`src/rtl/div_pkg.sv`:
```
// Shared definitions for the iterative divider.
// Word width, FSM encodings and state enum.
`ifndef WORD
`define WORD 64
`endif

package div_pkg;

  localparam int DIV_WIDTH = `WORD;

  localparam logic [2:0] ST_IDLE  = 3'd0;
  localparam logic [2:0] ST_SETUP = 3'd1;
  localparam logic [2:0] ST_RUN   = 3'd2;
  localparam logic [2:0] ST_FIX   = 3'd3;
  localparam logic [2:0] ST_DONE  = 3'd4;

  typedef enum logic [2:0] {
    IDLE  = ST_IDLE,
    SETUP = ST_SETUP,
    RUN   = ST_RUN,
    FIX   = ST_FIX,
    DONE  = ST_DONE
  } div_state_e;

endpackage

```
`src/rtl/div_step.sv`:
```
// One restoring shift-subtract iteration.
// Shifts next dividend bit in, trial-subtracts the divisor.
module div_step
  import div_pkg::*;
#(
  parameter int WIDTH = DIV_WIDTH
) (
  input  logic [WIDTH-1:0] rem,
  input  logic [WIDTH-1:0] divisor,
  input  logic             bit_in,
  output logic [WIDTH-1:0] new_rem,
  output logic             q_bit
);

  logic [WIDTH:0] shifted;
  logic [WIDTH:0] diff;

  assign shifted = {rem, bit_in};
  assign diff    = shifted - {1'b0, divisor};
  // Borrow out of the trial subtract means "restore"
  assign q_bit   = ~diff[WIDTH];
  assign new_rem = q_bit ? diff[WIDTH-1:0]
                         : shifted[WIDTH-1:0];

endmodule

```
`src/rtl/div_sequencer.sv`:
```
// Multi-cycle signed/unsigned divider sequencer.
// Stalls the pipeline while the restoring loop runs.
module div_sequencer
  import div_pkg::*;
#(
  parameter int WIDTH = DIV_WIDTH
) (
  input  logic             clk,
  input  logic             reset,
  input  logic             start,
  input  logic             is_signed,
  input  logic [WIDTH-1:0] dividend,
  input  logic [WIDTH-1:0] divisor,
  output logic             stall,
  output logic             done,
  output logic [WIDTH-1:0] quotient,
  output logic [WIDTH-1:0] remainder,
  output logic             div_by_zero
);

  localparam int CW = $clog2(WIDTH + 1);

  logic [2:0]       state;
  logic [WIDTH-1:0] a_q;
  logic [WIDTH-1:0] b_q;
  logic [WIDTH-1:0] acc_q;
  logic [WIDTH-1:0] rem_q;
  logic             sgn_q;
  logic             q_neg;
  logic             r_neg;
  logic [CW-1:0]    cnt;

  logic             a_neg;
  logic             b_neg;
  logic [WIDTH-1:0] a_mag;
  logic [WIDTH-1:0] b_mag;
  logic [WIDTH-1:0] step_rem;
  logic             step_q;

  assign a_neg = sgn_q & a_q[WIDTH-1];
  assign b_neg = sgn_q & b_q[WIDTH-1];
  assign a_mag = a_neg ? -a_q : a_q;
  assign b_mag = b_neg ? -b_q : b_q;

  div_step #(
    .WIDTH(WIDTH)
  ) u_step (
    .rem     (rem_q),
    .divisor (b_q),
    .bit_in  (acc_q[WIDTH-1]),
    .new_rem (step_rem),
    .q_bit   (step_q)
  );

  assign stall = ~reset & (
    (state == ST_SETUP) |
    (state == ST_RUN)   |
    (state == ST_FIX)   |
    ((state == ST_IDLE) & start));

  always_ff @(posedge clk) begin
    if (reset) begin
      state       <= ST_IDLE;
      a_q         <= '0;
      b_q         <= '0;
      acc_q       <= '0;
      rem_q       <= '0;
      sgn_q       <= 1'b0;
      q_neg       <= 1'b0;
      r_neg       <= 1'b0;
      cnt         <= '0;
      done        <= 1'b0;
      quotient    <= '0;
      remainder   <= '0;
      div_by_zero <= 1'b0;
    end else begin
      done <= 1'b0;
      case (state)
        ST_IDLE: begin
          if (start) begin
            a_q   <= dividend;
            b_q   <= divisor;
            sgn_q <= is_signed;
            state <= ST_SETUP;
          end
        end
        ST_SETUP: begin
          q_neg <= a_neg ^ b_neg;
          r_neg <= a_neg;
          acc_q <= a_mag;
          b_q   <= b_mag;
          rem_q <= '0;
          cnt   <= CW'(WIDTH);
          // Zero divisor skips the loop; raw dividend is the remainder
          if (b_q == '0) begin
            quotient    <= '0;
            remainder   <= a_q;
            div_by_zero <= 1'b1;
            done        <= 1'b1;
            state       <= ST_DONE;
          end else begin
            state <= ST_RUN;
          end
        end
        ST_RUN: begin
          acc_q <= {acc_q[WIDTH-2:0], step_q};
          rem_q <= step_rem;
          cnt   <= cnt - CW'(1);
          if (cnt == CW'(1)) state <= ST_FIX;
        end
        ST_FIX: begin
          quotient    <= q_neg ? -acc_q : acc_q;
          remainder   <= r_neg ? -rem_q : rem_q;
          div_by_zero <= 1'b0;
          done        <= 1'b1;
          state       <= ST_DONE;
        end
        ST_DONE: begin
          state <= ST_IDLE;
        end
        default: begin
          state <= ST_IDLE;
        end
      endcase
    end
  end

endmodule

```
`config.mk`:
```
export PLATFORM = sky130hd
export DESIGN_NAME = div_sequencer
export DESIGN_NICKNAME = d
export VERILOG_FILES = /design/src/rtl/div_pkg.sv /design/src/rtl/div_step.sv /design/src/rtl/div_sequencer.sv
export SDC_FILE = /design/constraint.sdc
export NUM_CORES = 1
export LEC_CHECK = 0
export CAP_MARGIN = 20
export CORE_MARGIN = 10
export CORE_UTILIZATION = 57
export DETAILED_ROUTE_END_ITERATION = 7
export PLACE_DENSITY_LB_ADDON = 0.25
export SLEW_MARGIN = 40
export SYNTH_ARGS = -nofsm -noshare
export SYNTH_HDL_FRONTEND = slang
export SYNTH_SLANG_ARGS = --single-unit
```
`constraint.sdc`:
```
create_clock -name clk -period 7.6 [get_ports clk]
set_clock_uncertainty 0.15 [all_clocks]
set_input_delay 1.14 -clock clk [delete_from_list [all_inputs] [get_ports clk]]
set_output_delay 1.14 -clock clk [all_outputs]
set_load 0.005 [all_outputs]
```
==> results by group <==
Clock network
  – Cts repair resizes: 0
  – Post-CTS setup-driven buffer insertion count: 0
  – Htree depth: 2
  – Clk root buf: clkbuf_16
  – CTS tree: done
  – Reg clk slew, reported paths: 60 ps
  – Clock sink count: 399
  – Hold_buf cts: 0
  – Clk Latency, worst-skew pair: 590 ps
  – CTS max path bufs: 3
  – CTS Buf Count: 45

Yosys
  – Post-Synthesis Cells: 3251
  – Simple-gate share of the synthesized area: 21.4%
  – Ys Warns: 0
  – Syn Nets: 3454
  – Mux cell area share after synthesis: 2.54%
  – EDFF count, synth: 0
  – Dominant synthesized flop cell: dfxtp_1
  – Post-Syn Area: 24400 sq um
  – Compound-Gate Fraction of Synth Area: 26.0%
  – Adder-cell share of the synthesized area: 3.67%
  – Post-Synth XOR/XNOR Area: 8.64%
  – Async SR Flop Fraction: 0%
  – Synthesized flop and latch total: 399
  – Seq/Total Area, Yosys: 32.7%
  – Mean Syn Cell Area: 7.51 sq um
  – Main combinational cell family by area after synthesis: compound AO/OA/AOI/OAI gates
  – Distinct cells, synth: 79

Finish
  – Commonest non-fill, non-tap cells in the layout: nand2_1 (468), dfxtp_1 (397), a21oi_1 (368)
  – Area delta synth->final: 18.3%
  – Fin util: 68.6%
  – # diodes: 0
  – Nets: 3565
  – Commonest non-fill, non-tap cell in the layout: nand2_1
  – Fin cells: 3935
  – Share of layout cells above drive strength 1: 5.30%
  – Filler cells: 3523

Setup path
  – Worst path bufs/invs: 2
  – Crit. End Element: register
  – Crit path launch: b_q[29]$_SDFFE_PP0P_
  – Crit path launch type: register
  – Crit path max-delay family: compound AO/OA/AOI/OAI gates
  – Reg-to-reg startpoint: b_q[29]$_SDFFE_PP0P_
  – CP max stage cell: buf_6
  – Kind of critical path: reg -> reg
  – Slowest cell delay on critical path: 580 ps
  – Crit path cell chain: inv_1, ha_1, and4_1, nand3_1, nor4_1, o311a_1, a211oi_2, o31ai_2, a41oi_1, o21ai_0, xor2_4, buf_6, mux2i_1, o21ai_0
  – CP most frequent cell: o21ai_0
  – Critical Path Fanout Max: 53
  – Critical Path AT: 5420 ps
  – Req. time, crit path: 7890 ps

Floorplanning
  – Number of top-level pins: 263
  – FP Rows: 75
  – DIE AREA: 51500 sq um
  – Die H: 227 um
  – Core Area: 42100 sq um
  – Starting density of the core: 58.0%
  – Die W: 227 um

Pwr
  – Worst VDD drop: 0.000182 V
  – NetSw: 2.32 mW
  – Clock share of power: 35.4%
  – Total power: 6.68 mW
  – Power per cell area: 231 nW/um^2
  – Switching Fraction: 34.8%
  – Pleak: 11.0 nW
  – Power share of the combinational group: 28.7%
  – Internal: 4.36 mW
  – Seq pwr share: 35.9%

STA
  – Setup TNS: 0 ps
  – Final min period: 5130 ps
  – F_max: 195 MHz
  – Endpoints failing setup: 0
  – Fin. Hold Viols: 0
  – Slew Limit Fails: 0
  – Max_slew headroom: 40.1%
  – RSZ-0062 raised after global routing: false
  – Worst-Margin Slew: 898 ps
  – Tcrit/Tclk final: 67.5%

Min path
  – Hold Path Origin: quotient[39]$_SDFFE_PP0P_
  – Worst min path class: reg -> reg

Placed design
  – Post-DP HPWL: 59500 um
  – Cells after DPL: 3854
  – GPL Wtd Cong: 0.971
  – PortBufs: 262

Detailed routing
  – DR vias/cell: 6.31
  – Routed len/inst: 20.4 um
  – Antenna viol nets, final: 0
  – WL final: 80400 um
  – Drt pass-1 iters: 6
  – Remaining DRCs: 0
  – Via count: 24800
  – First DRT Iteration DRCs: 2499

Global route
  – Gr ovfl total: 0
  – Met2 usage: 48.1%
  – First-pass GRT wire length: 126000 um
  – GRT Util Overall: 30.0%
  – GRT met1 Usage: 39.7%
  – GR met3 Demand/Resource: 4.83%
  – GR peak layer: met2
  – Vias in the first global route: 23000
  – Initial antenna violation count: 0
  – Largest net degree at the start of global routing: 135

Flow run
  – Max Cap Viol: 0

Status
  – Status: finished clean
## power groups by stage
stage / sequential, mW / combinational (mW) / clock, mW
global route: 2.42 / 2.10 / 2.47
detailed placement: 2.44 / 1.87 / 0
global placement: 2.43 / 1.84 / 0
finish: 2.40 / 1.92 / 2.36
floorplan: 2.37 / 1.36 / 0
CTS: 2.39 / 1.88 / 2.39
## worst paths after layout
| check | to | slack, ps | depth (start not counted) |
|---|---|---|---|
| max | rem_q[23]$_SDFFE_PP0P_ | 2470 | 14 |
| min | quotient[39]$_SDFFE_PP0P_ | 300 | 2 |
| max reg2reg | rem_q[23]$_SDFFE_PP0P_ | 2470 | 14 |
| min reg2reg | quotient[39]$_SDFFE_PP0P_ | 300 | 2 |
## registers in the layout, summed over array words and instances (netlist names)
register	cells
a_q	64
acc_q	64
b_q	64
quotient	64
rem_q	64
remainder	64
cnt	7
state	3
div_by_zero	1
done	1
q_neg	1
r_neg	1
sgn_q	1
## cells in the mapped netlist, drive strengths merged (30+ instances only)
library cell    n  share of area, %
clkbuf        199               3.1
o21ai         211               4.3
dfxtp         399                33
o31ai          66               2.2
mux2i          62               2.5
inv           101               1.6
nand3          75               1.5
xnor2         115               4.1
nor2          285               4.4
nand2         470               7.2
a221oi         32               1.1
ha             70               3.6
xor2          126               4.5
or3            42               1.2
a22oi         107               3.3
o22ai          30              0.77
nor3           84               1.8
nand4          33              0.90
a21oi         368               7.5
## routing by layer
layer	wire [um]	part of all wire, %
met1	34400	43
met2	36600	46
met3	6520	8.1
met4	2910	3.6
met5	0	0
## per-stage QoR
| stage | instance area [sq um] | setup slack [ps] | hold WS (ps) |
|---|---|---|---|
| floorplan | 24400 | 3870 | 292 |
| global placement | 27200 | 2460 | 286 |
| detailed placement | 27300 | 2350 | 292 |
| CTS | 28900 | 2270 | 305 |
| global route | 28900 | 2100 | 320 |
| finish | 28900 | 2470 | 301 |
## cell families after synthesis
kind of cell | after synthesis
mux | 62
xor+xnor | 241
flops | 399
buf+inv | 328
fa+ha+maj | 71
simple gates | 1139
compound gates | 1011
## tightest hold or removal path, stage by stage, from the launching register on
cell and delay, ps:
dfxtp_1 320, nand2_1 50, o21ai_0 50
## cell type report
class / instances / area, sq um / share of cell area, %
tap: 539 / 674 / 2.33
sequential: 399 / 7990 / 27.6
inverter: 101 / 379 / 1.31
clock inverter: 12 / 265 / 0.918
timing repair buffer: 291 / 2930 / 10.1
multi-input combinational: 2524 / 15300 / 53.0
clock buffer: 69 / 1340 / 4.62
Power figures use the tool's default switching activity.
